[config.mk]
export PLATFORM = sky130hd
export DESIGN_NAME = seg_display_scheduler_flat
export DESIGN_NICKNAME = d
export VERILOG_FILES = /design/src/rtl/seg_disp_pkg.sv /design/src/rtl/seg_display_scheduler_if.sv /design/src/rtl/seg_display_scheduler_scan_driver.sv /design/src/rtl/seg_display_scheduler.sv /design/src/flat_wrapper.sv
export SDC_FILE = /design/constraint.sdc
export NUM_CORES = 1
export LEC_CHECK = 0
export CORE_MARGIN = 5
export CORE_UTILIZATION = 44
export CTS_CLUSTER_SIZE = 12
export DETAILED_ROUTE_END_ITERATION = 12
export GPL_TIMING_DRIVEN = 0
export PLACE_DENSITY = 0.82
export SYNTH_ARGS = -nofsm -noshare
export SYNTH_HDL_FRONTEND = slang
export SYNTH_HIERARCHICAL = 1
export SYNTH_SLANG_ARGS = --single-unit
[constraint.sdc]
create_clock -name clk_1kHz -period 3.95 [get_ports clk_1kHz]
set_input_delay 0.79 -clock clk_1kHz [delete_from_list [all_inputs] [get_ports clk_1kHz]]
set_output_delay 0.79 -clock clk_1kHz [all_outputs]
set_load 0.03 [all_outputs]
[src/rtl/seg_disp_pkg.sv]
// Shared types and helpers for the seven-segment display scheduler.
// Digit select is active-low; segments are active-high.
package seg_disp_pkg;

   typedef enum logic {
      IDLE = 1'b0,
      HOLD = 1'b1
   } state_t;

   localparam logic [7:0] SEG_BLANK = 8'h00;
   localparam logic [7:0] CAT_OFF   = 8'hFF;

   function automatic logic [7:0] digit_cat(input logic [2:0] idx);
      return ~(8'h80 >> idx);
   endfunction

endpackage

[src/rtl/seg_display_scheduler_if.sv]
// Requester-side bus of the display scheduler: level requests,
// per-requester frames, one-hot grant pulse and ownership status.
interface seg_req_if #(
   parameter int N_REQ = 3
);

   logic [N_REQ-1:0]    req;
   logic [N_REQ*64-1:0] frame_in;
   logic [N_REQ-1:0]    gnt;
   logic [1:0]          owner;
   logic                busy;

   modport master (
      output req,
      output frame_in,
      input  gnt,
      input  owner,
      input  busy
   );

   modport slave (
      input  req,
      input  frame_in,
      output gnt,
      output owner,
      output busy
   );

endinterface

[src/rtl/seg_display_scheduler_scan_driver.sv]
// Scan index, digit mux, blank/blink gating and registered seg/cat.
// Optional blink gating is built only when SEG_BLINK_EN is defined.
module seg_scan_driver
   import seg_disp_pkg::*;
#(
   parameter int BLINK_HALF_MS = 250
) (
   input  logic        clk_1kHz,
   input  logic        rst,
   input  logic        en,
   input  logic [63:0] frame,
`ifdef SEG_BLINK_EN
   input  logic [7:0]  blink_mask,
`endif
   output logic [7:0]  seg,
   output logic [7:0]  cat
);

   logic [2:0] idx;
   logic [7:0] digit;
   logic       blank;

   assign digit = frame[{idx, 3'b000} +: 8];

`ifdef SEG_BLINK_EN
   localparam int BW = $clog2(BLINK_HALF_MS + 1);
   localparam logic [BW-1:0] PH_LAST = BW'(BLINK_HALF_MS - 1);

   logic [BW-1:0] ph_cnt;
   logic          ph_on;

   // blink phase: starts "on", flips every BLINK_HALF_MS cycles
   always_ff @(posedge clk_1kHz) begin
      if (rst) begin
         ph_cnt <= '0;
         ph_on  <= 1'b1;
      end else if (ph_cnt == PH_LAST) begin
         ph_cnt <= '0;
         ph_on  <= ~ph_on;
      end else begin
         ph_cnt <= ph_cnt + 1'b1;
      end
   end

   assign blank = ~en | (~ph_on & blink_mask[idx]);
`else
   logic unused_blink;
   assign unused_blink = ^BLINK_HALF_MS;
   assign blank = ~en;
`endif

   // free-running scan; outputs show digit idx one cycle later
   always_ff @(posedge clk_1kHz) begin
      if (rst) begin
         idx <= '0;
         seg <= SEG_BLANK;
         cat <= CAT_OFF;
      end else begin
         idx <= idx + 1'b1;
         if (blank) begin
            seg <= SEG_BLANK;
            cat <= CAT_OFF;
         end else begin
            seg <= digit;
            cat <= digit_cat(idx);
         end
      end
   end

endmodule

[src/rtl/seg_display_scheduler.sv]
// Fixed-priority display owner arbiter with hold timer and frame buffer.
// Define SEG_BLINK_EN to add the blink_mask port and blink gating.
module seg_display_scheduler #(
   parameter int N_REQ         = 3,
   parameter int HOLD_MS       = 2000,
   parameter int BLINK_HALF_MS = 250
) (
   input  logic        clk_1kHz,
   input  logic        rst,
   input  logic        en,
   input  logic [63:0] bg_frame,
`ifdef SEG_BLINK_EN
   input  logic [7:0]  blink_mask,
`endif
   seg_req_if.slave    bus,
   output logic [7:0]  seg,
   output logic [7:0]  cat
);

   import seg_disp_pkg::*;

   localparam int TW = $clog2(HOLD_MS + 1);
   localparam logic [TW-1:0] T_LOAD = TW'(HOLD_MS - 1);

   state_t           state;
   state_t           state_n;
   logic [TW-1:0]    timer;
   logic [TW-1:0]    timer_n;
   logic [1:0]       owner;
   logic [1:0]       owner_n;
   logic [1:0]       pick;
   logic [N_REQ-1:0] gnt;
   logic [N_REQ-1:0] gnt_n;
   logic [N_REQ-1:0] req_eff;
   logic [63:0]      fbuf;
   logic [63:0]      pick_frame;
   logic [63:0]      src;
   logic             any_req;
   logic             do_grant;

   // lowest pending index wins; a bit being granted right now is ignored
   always_comb begin
      req_eff    = bus.req & ~gnt;
      any_req    = |req_eff;
      pick       = '0;
      pick_frame = '0;
      for (int i = N_REQ - 1; i >= 0; i--) begin
         if (req_eff[i]) pick = 2'(i);
      end
      for (int i = 0; i < N_REQ; i++) begin
         if (pick == 2'(i)) pick_frame = bus.frame_in[i*64 +: 64];
      end
   end

   // next state: grant from IDLE, preempt or chain at expiry in HOLD
   always_comb begin
      state_n  = state;
      timer_n  = timer;
      owner_n  = owner;
      gnt_n    = '0;
      do_grant = 1'b0;
      unique case (state)
         IDLE: begin
            do_grant = any_req;
         end
         HOLD: begin
            if (any_req && (pick <= owner)) begin
               do_grant = 1'b1;
            end else if (timer == '0) begin
               if (any_req) do_grant = 1'b1;
               else state_n = IDLE;
            end else begin
               timer_n = timer - 1'b1;
            end
         end
      endcase
      if (do_grant) begin
         state_n = HOLD;
         timer_n = T_LOAD;
         owner_n = pick;
         gnt_n   = N_REQ'(1) << pick;
      end
   end

   // arbiter state, timer, grant pulse and frame buffer
   always_ff @(posedge clk_1kHz) begin
      if (rst) begin
         state <= IDLE;
         timer <= '0;
         owner <= '0;
         gnt   <= '0;
         fbuf  <= '0;
      end else begin
         state <= state_n;
         timer <= timer_n;
         owner <= owner_n;
         gnt   <= gnt_n;
         if (do_grant) fbuf <= pick_frame;
      end
   end

   assign bus.gnt   = gnt;
   assign bus.owner = owner;
   assign bus.busy  = (state == HOLD);

   assign src = (state == HOLD) ? fbuf : bg_frame;

   seg_scan_driver #(
      .BLINK_HALF_MS(BLINK_HALF_MS)
   ) u_scan (
      .clk_1kHz  (clk_1kHz),
      .rst       (rst),
      .en        (en),
      .frame     (src),
`ifdef SEG_BLINK_EN
      .blink_mask(blink_mask),
`endif
      .seg       (seg),
      .cat       (cat)
   );

endmodule

[src/flat_wrapper.sv]
// flat-port wrapper written by rule: the top's interface ports become plain ports
module seg_display_scheduler_flat import seg_disp_pkg::*;
#(
   parameter int N_REQ         = 3,
   parameter int HOLD_MS       = 2000,
   parameter int BLINK_HALF_MS = 250
)
  (clk_1kHz, rst, en, bg_frame, seg, cat, bus_req, bus_frame_in, bus_gnt, bus_owner, bus_busy);
  seg_req_if #(.N_REQ(N_REQ)) bus_i ();
  input  logic clk_1kHz;
  input  logic rst;
  input  logic en;
  input  logic [63:0] bg_frame;
  output logic [7:0] seg;
  output logic [7:0] cat;
  input wire logic [$bits(bus_i.req)-1:0] bus_req;
  input wire logic [$bits(bus_i.frame_in)-1:0] bus_frame_in;
  output wire logic [$bits(bus_i.gnt)-1:0] bus_gnt;
  output wire logic [$bits(bus_i.owner)-1:0] bus_owner;
  output wire logic [$bits(bus_i.busy)-1:0] bus_busy;
  assign bus_i.req = bus_req;
  assign bus_i.frame_in = bus_frame_in;
  assign bus_gnt = bus_i.gnt;
  assign bus_owner = bus_i.owner;
  assign bus_busy = bus_i.busy;
  seg_display_scheduler #(.N_REQ(N_REQ), .HOLD_MS(HOLD_MS), .BLINK_HALF_MS(BLINK_HALF_MS)) u_core (.clk_1kHz(clk_1kHz), .rst(rst), .en(en), .bg_frame(bg_frame), .bus(bus_i), .seg(seg), .cat(cat));
endmodule
==> results.rst, run 1 <==
.. list-table::
   :header-rows: 1

   * - Metric
     - Value
   * - Outcome
     - completed
   * - Post-CTS Repair Setup Buffers
     - 0
   * - CTS resizes
     - 0
   * - WL/cell
     - 19.0 um
   * - Headroom to the max-slew limit
     - 51.0%
   * - Non-Filler Instances
     - 1,182
   * - Via count
     - 6,260
   * - Most common library cell in the layout ignoring fill and taps
     - sky130_fd_sc_hd__clkdlybuf4s50_1
   * - Core outline area
     - 15,100 sq um
   * - Initial antenna violation count
     - 0
   * - Maximum vdd ir drop
     - 0.213 mV
   * - Share of synthesized area occupied by flip-flops and latches
     - 29.6%
   * - Routed via count divided by cell count
     - 5.30
   * - Weighted congestion at the end of routability-driven global placement
     - 0.896
   * - Number of clock sinks
     - 100
   * - Synthesis-to-layout area growth
     - 50.1%
   * - Fraction of final layout cells with drive strength greater than 1
     - 12.4%
   * - CTS buffer count
     - 9
   * - Final cycle utilization of the critical path
     - 93.7%
   * - Synthesized netlist cell count
     - 695
   * - Hold-fix buffer count after cts
     - 0
   * - CTS Root Buffer Type
     - sky130_fd_sc_hd__clkbuf_16
   * - Max-slew violation count
     - 0
   * - Crit. End Element
     - register
   * - Horizontal die dimension
     - 134 um
   * - Largest driver fanout on the critical path
     - 10
   * - Drt total wl
     - 22.5 mm
   * - Vias in the first global route
     - 6,547
   * - GR Overflow Total
     - 0
   * - Most frequent cell on the critical path
     - sky130_fd_sc_hd__buf_6
   * - Final number of hold-violating endpoints
     - 0
   * - Ordered cell list for the critical path
     - clkdlybuf4s50_1, nand2b_2, nand2b_1, buf_2, buf_6, buf_6, ha_1, or2_1, a221o_1, o21ai_2, buf_6, buf_12, mux2i_1
   * - Number of distinct library cells after synthesis
     - 51
   * - TritonCTS clock tree
     - yes
   * - Hpwl dp
     - 18.3 mm
   * - Startpoint kind of the worst setup timing path
     - primary input
   * - Chip Height
     - 134 um
   * - Post-detailed-route DRC marker count
     - 0
   * - Most frequent cells in the layout
     - sky130_fd_sc_hd__clkdlybuf4s50_1 (283), sky130_fd_sc_hd__mux2i_1 (144), sky130_fd_sc_hd__dfxtp_1 (100), sky130_fd_sc_hd__nor2_1 (79)
   * - Total iterations of the first detailed-routing run
     - 5
   * - Clock latency on the worst-skew pair
     - 0.35 ns
   * - Number of warnings issued by yosys
     - 6
   * - Post-synthesis net count
     - 965
   * - Inserted Diodes
     - 0
   * - Sum of negative setup slack
     - 0 ns
   * - Post-layout net count
     - 1,259
   * - Class of the most critical hold timing path
     - reg2reg
   * - Clock-pin transition on the worst setup and hold timing paths
     - 0.07 ns
   * - Slew at the pin closest to its max-slew limit
     - 0.735 ns
   * - FILL cells
     - 1,265
   * - Leakage dissipation
     - 4.29 nW
   * - Unrepaired setup endpoints after global routing
     - false
   * - CP Data Arrival Time
     - 3.97 ns
   * - Syn Area/Cell
     - 9.72 sq um
   * - Cell area power density
     - 317 nW/um^2
   * - Clock Skews
     - 0.00643 ns
   * - Input/output buffers
     - 283
   * - Type of the worst setup path
     - in2reg
   * - Setup-violating endpoint count in the final report
     - 0
   * - Initial cell density of the core
     - 44.6%
   * - H-Tree Depth
     - 3
   * - Global-route total usage across every layer
     - 24.2%
   * - Maximum number of pins on one net before global-route repair
     - 17
   * - Finished Core Util
     - 67.0%
   * - Largest stage delay on the critical path
     - 0.47 ns
   * - Number of DRC markers in iteration 0
     - 281
   * - Die area
     - 17,900 sq um
   * - Slowest stage cell on the critical path
     - sky130_fd_sc_hd__clkdlybuf4s50_1
   * - Row count
     - 45
   * - Syn Std Cell Area
     - 6760 sq um
   * - Final min period
     - 3.70 ns
   * - Global-route wire length before repair
     - 34.2 mm
   * - Number of max-cap violations
     - 0
   * - Max Clock Freq
     - 0.270 GHz
   * - Final antenna-violating net count
     - 0
   * - Number of placed cells counting well taps
     - 1,166
   * - IO Count
     - 284
   * - Maximum clock insertion buffer count
     - 2
   * - Required arrival time at the worst endpoint
     - 4.22 ns
   * - Number of synthesized register bits
     - 100
==> flip-flops by register name, summed over array words and instances, names as in the netlist <==
register and flops:
u_core/bus.busy 1, u_core/bus.gnt 3, u_core/bus.owner 2, u_core/fbuf 64, u_core/timer 11, u_core/u_scan/cat 8, u_core/u_scan/idx 3, u_core/u_scan/seg 8
==> worst max-delay path, delay by kind of cell <==
kind            cells  cell delay, ns
buf+inv             6            1.45
compound gates      2            0.68
simple gates        3            0.52
fa+ha+maj           1            0.28
mux                 1            0.22
==> power breakdown <==
group	leakage [nW]	total, mW	internal (mW)	switching (mW)
combinational	3.30	1.07	0.624	0.450
clock	0.155	0.946	0.553	0.394
sequential	0.828	1.20	1.13	0.0705
==> Yosys cell counts, drive strengths merged <==
cell type | count | share of area (%)
nor4b | 1 | 0.35
nor3 | 8 | 0.67
nand4b | 1 | 0.13
or3 | 1 | 0.093
o31ai | 1 | 0.11
mux4 | 8 | 2.7
o32ai | 1 | 0.13
and4 | 1 | 0.13
buf | 27 | 3.7
a31o | 1 | 0.13
a211o | 65 | 8.4
mux2 | 66 | 11
clkbuf | 32 | 1.8
o21ai | 3 | 0.28
o21bai | 1 | 0.11
nand2b | 68 | 6.4
dfxtp | 100 | 30
nor2b | 4 | 0.37
nand2 | 14 | 0.78
ha | 8 | 1.5
a221oi | 2 | 0.26
o21a | 1 | 0.11
nor4 | 2 | 0.19
a21boi | 1 | 0.11
nand3 | 15 | 1.2
nor2 | 80 | 4.6
a21oi | 7 | 0.63
a21o | 1 | 0.11
a41o | 1 | 0.15
a221o | 1 | 0.15
or2 | 1 | 0.093
nand3b | 1 | 0.11
o221ai | 8 | 1.0
and3 | 1 | 0.093
mux2i | 144 | 21
nor3b | 1 | 0.19
a211oi | 3 | 0.33
a31oi | 3 | 0.28
o211ai | 1 | 0.11
inv | 10 | 0.56
==> cells by family (layout without fill, tap and decap cells) <==
kind of cell / Yosys count / after routing / synth area share [%]
flops: 100 / 100 / 29.6
simple gates: 199 / 199 / 15.3
mux: 218 / 218 / 35.1
fa+ha+maj: 8 / 8 / 1.48
buf+inv: 69 / 368 / 6.07
compound gates: 101 / 101 / 12.5
==> stage by stage <==
stage / cell area (sq um) / setup slack [ns] / power, mW / hold WS, ns
after floorplan: 6760 / 0.839 / 1.83 / 0.445
after global placement: 9820 / -0.0165 / 2.27 / 0.457
after detailed placement: 9820 / -0.0626 / 2.29 / 0.464
after CTS: 10100 / 0.279 / 3.24 / 0.478
after global routing: 10100 / 0.153 / 3.37 / 0.494
final: 10100 / 0.251 / 3.22 / 0.472
==> cell type report <==
type                            instances  area [sq um]  area share [%]
Timing Repair Buffer                  283          2830            27.9
Sequential cell                       100          2000            19.7
Tap cell                              188           235            2.32
Inverter                               10          37.5           0.370
Clock inverter                          7          91.3           0.901
Clock buffer                            9           225            2.22
Multi-Input combinational cell        526          4340            42.8
Buffer                                 59           373            3.68
==> metal layers <==
metal  wire length [um]  track usage, %  vias to the layer above
li1                   -               -                     3112
met1               8960            27.9                     2896
met4                582            6.69                        0
met2              11200            43.2                      220
met5                  0               0                        -
met3               1780            7.65                       32
==> worst paths after layout <==
path,startpoint,slack (ns),to,cells past startpoint
setup reg to reg,u_core/bus.gnt[0],0.74,u_core/fbuf[53],12
hold reg to reg,u_core/fbuf[23],0.47,u_core/fbuf[23],2
setup / recovery,bus_req[1],0.25,u_core/fbuf[53],13
hold / removal,u_core/fbuf[23],0.47,u_core/fbuf[23],2
Note: power is estimated with default switching activity, not from simulation.
==> run 2: changes to the inputs <==
--- a/config.mk
+++ b/config.mk
@@ -11,6 +11,7 @@
 export DETAILED_ROUTE_END_ITERATION = 12
 export GPL_TIMING_DRIVEN = 0
 export PLACE_DENSITY = 0.82
+export RECOVER_POWER = 50
 export SYNTH_ARGS = -nofsm -noshare
 export SYNTH_HDL_FRONTEND = slang
 export SYNTH_HIERARCHICAL = 1
==> run 2 against run 1 <==
Effect of this change: worst hold slack better by 0.0014 ns; worst setup slack worse by 0.052 ns; via count fell by 0.11%; register-to-register slack got worse by 0.04 ns; critical path depth unchanged; non-clock buffer count did not move; sequential power is essentially flat; cell count did not move; count of clock-buffer cells in the layout did not move; first-iteration DRC count up 8.5%; largest cell class unchanged; highest routed layer is now met5.
==> results.rst, run 2 (synthesis gave the netlist of run 1 again) <==
.. list-table::
   :header-rows: 1

   * - Metric
     - Value
   * - Via count
     - 6,253 (-0.11%)
   * - TritonCTS clock tree
     - yes
   * - Global-route wire length before repair
     - 34.2 mm (unchanged)
   * - Post-detailed-route DRC marker count
     - 0 (unchanged)
   * - Post-layout net count
     - 1,259 (unchanged)
   * - Setup-violating endpoint count in the final report
     - 0 (unchanged)
   * - CTS Root Buffer Type
     - sky130_fd_sc_hd__clkbuf_16
   * - Number of clock sinks
     - 100 (unchanged)
   * - GR Overflow Total
     - 0 (unchanged)
   * - Headroom to the max-slew limit
     - 50.2% (-0.78 points)
   * - Initial cell density of the core
     - 44.6% (unchanged)
   * - Top flop regs
     - u_core/fbuf (64), u_core/timer (11)
   * - Slew at the pin closest to its max-slew limit
     - 0.747 ns (+0.0118 ns)
   * - Reg with most FFs
     - u_core/fbuf
   * - Startpoint kind of the worst setup timing path
     - primary input
   * - FILL cells
     - 1,269 (+0.32%)
   * - Inserted Diodes
     - 0 (unchanged)
   * - H-Tree Depth
     - 3 (unchanged)
   * - Post-layout worst setup margin
     - 0.199 ns (-0.0520 ns)
   * - Horizontal die dimension
     - 134 um (unchanged)
   * - CTS resizes
     - 0 (unchanged)
   * - Maximum number of pins on one net before global-route repair
     - 17 (unchanged)
   * - CP Data Arrival Time
     - 4.02 ns (+0.05 ns)
   * - Outcome
     - completed
   * - Unrepaired setup endpoints after global routing
     - false
   * - Final min period
     - 3.75 ns (+0.0520 ns)
   * - Finished Core Util
     - 66.8% (-0.12 points)
   * - IO Count
     - 284 (unchanged)
   * - Maximum vdd ir drop
     - 0.213 mV (about the same)
   * - Clock latency on the worst-skew pair
     - 0.35 ns (about the same)
   * - Vias in the first global route
     - 6,547 (unchanged)
   * - Type of the worst setup path
     - in2reg
   * - Max-slew violation count
     - 0 (unchanged)
   * - Hold-fix buffer count after cts
     - 0 (unchanged)
   * - Number of max-cap violations
     - 0 (unchanged)
   * - Row count
     - 45 (unchanged)
   * - Total iterations of the first detailed-routing run
     - 4 (-1)
   * - Initial antenna violation count
     - 1 (+1)
   * - Number of placed cells counting well taps
     - 1,166 (unchanged)
   * - Non-Filler Instances
     - 1,182 (unchanged)
   * - Final cycle utilization of the critical path
     - 95.0% (+1.3 points)
   * - Leakage dissipation
     - 4.28 nW (about the same)
   * - Core outline area
     - 15,100 sq um (unchanged)
   * - Number of DRC markers in iteration 0
     - 305 (+8.5%)
   * - Most common library cell in the layout ignoring fill and taps
     - sky130_fd_sc_hd__clkdlybuf4s50_1
   * - Post-CTS Repair Setup Buffers
     - 0 (unchanged)
   * - Fraction of final layout cells with drive strength greater than 1
     - 11.3% (-1.1 points)
   * - Class of the most critical hold timing path
     - reg2reg
   * - Die area
     - 17,900 sq um (unchanged)
   * - Most frequent cells in the layout
     - sky130_fd_sc_hd__clkdlybuf4s50_1 (260), sky130_fd_sc_hd__mux2i_1 (144), sky130_fd_sc_hd__dfxtp_1 (100), sky130_fd_sc_hd__nor2_1 (79), sky130_fd_sc_hd__nand2b_1 (67)
   * - Required arrival time at the worst endpoint
     - 4.22 ns (about the same)
   * - Flip-flop count of the largest register after layout
     - 64 (unchanged)
   * - WL/cell
     - 19.0 um (-0.13%)
   * - Routed via count divided by cell count
     - 5.29 (-0.11%)
   * - Cell area power density
     - 317 nW/um^2 (-0.11%)
   * - Synthesis-to-layout area growth
     - 49.8%
   * - Crit. End Element
     - register
   * - Max Clock Freq
     - 0.267 GHz (-1.4%)
   * - CTS buffer count
     - 9 (unchanged)
   * - Weighted congestion at the end of routability-driven global placement
     - 0.896 (unchanged)
   * - Final number of hold-violating endpoints
     - 0 (unchanged)
   * - Hpwl dp
     - 18.3 mm (unchanged)
   * - Maximum clock insertion buffer count
     - 2 (unchanged)
   * - Final antenna-violating net count
     - 0 (unchanged)
   * - Chip Height
     - 134 um (unchanged)
   * - Worst setup timing slack at the placement stage
     - -0.0626 ns (unchanged)
   * - Global-route total usage across every layer
     - 24.2% (unchanged)
   * - Clock Skews
     - 0.00661 ns (+0.000182 ns)
   * - Final hold slack
     - 0.474 ns (+0.00140 ns)
   * - Sum of negative setup slack
     - 0 ns (unchanged)
   * - Clock-pin transition on the worst setup and hold timing paths
     - 0.07 ns (about the same)
   * - Drt total wl
     - 22.4 mm (-0.13%)
   * - Largest driver fanout on the critical path
     - 10 (unchanged)
   * - Input/output buffers
     - 283 (unchanged)
==> run 2: changes by cell type in the layout (fill, tap and decap cells not counted), sizes merged <==
cell / before / now
clkbuf: 41 / 48
buf: 27 / 20
clkdlybuf4s50: 283 / 260
dlygate4sd3: 0 / 23
==> run 2: final timing paths <==
kind | end | slack (ns) | depth (start not counted) | start
worst max-delay path | u_core/fbuf[53] | 0.20 | 13 | bus_req[0]
worst min-delay path | u_core/fbuf[23] | 0.47 | 2 | u_core/fbuf[23]
worst max register to register | u_core/fbuf[53] | 0.70 | 12 | u_core/bus.gnt[0]
worst min register to register | u_core/fbuf[23] | 0.47 | 2 | u_core/fbuf[23]
==> run 2: report_power, final <==
part / internal (mW) / switching, mW
Clock: 0.553 / 0.394
Sequential: 1.12 / 0.0702
Combinational: 0.616 / 0.449
==> run 2: metal layers <==
layer	wire length, um	GRT usage (%)	vias to the layer above
li1	-	-	3113
met5	11	0	-
met2	11100	43.2	225
met3	1710	7.65	32
met1	9020	27.9	2881
met4	569	6.69	2
==> run 2: metrics by stage <==
step           area (sq um)  power, mW
3_5_place_dp           9820       2.29
5_1_grt               10100       3.36
4_1_cts               10100       3.24
3_3_place_gp           9820       2.27
2_1_floorplan          6760       1.83
6_report              10100       3.21
==> run 2: worst max-delay path, cell delays in order <==
cell                              delay (ns)
sky130_fd_sc_hd__clkdlybuf4s50_1        0.45
sky130_fd_sc_hd__nand2b_1               0.16
sky130_fd_sc_hd__nand2b_1               0.11
sky130_fd_sc_hd__buf_2                  0.21
sky130_fd_sc_hd__buf_6                  0.24
sky130_fd_sc_hd__buf_6                  0.20
sky130_fd_sc_hd__ha_1                   0.25
sky130_fd_sc_hd__or2_1                  0.25
sky130_fd_sc_hd__a221o_1                0.47
sky130_fd_sc_hd__o21ai_2                0.21
sky130_fd_sc_hd__buf_6                  0.25
sky130_fd_sc_hd__buf_12                 0.18
sky130_fd_sc_hd__mux2i_1                0.22
==> run 2: layout make-up <==
| cell class | count | area, sq um | share of cell area (%) |
|---|---|---|---|
| multi-input combinational | 526 | 4330 | 42.8 |
| timing repair buffer | 283 | 2830 | 28.0 |
| sequential | 100 | 2000 | 19.8 |
| buffer | 59 | 365 | 3.61 |
| tap | 188 | 235 | 2.32 |
| clock buffer | 9 | 225 | 2.22 |
| clock inverter | 7 | 91.3 | 0.902 |
| inverter | 10 | 37.5 | 0.371 |
==> run 3: changes to the inputs <==
--- a/config.mk
+++ b/config.mk
@@ -12,6 +12,7 @@
 export GPL_TIMING_DRIVEN = 0
 export PLACE_DENSITY = 0.82
 export RECOVER_POWER = 50
+export SKIP_LAST_GASP = 1
 export SYNTH_ARGS = -nofsm -noshare
 export SYNTH_HDL_FRONTEND = slang
 export SYNTH_HIERARCHICAL = 1
==> results of run 3 <==
Same layout as run 2: the final DEF is identical, and so are final timing and power.
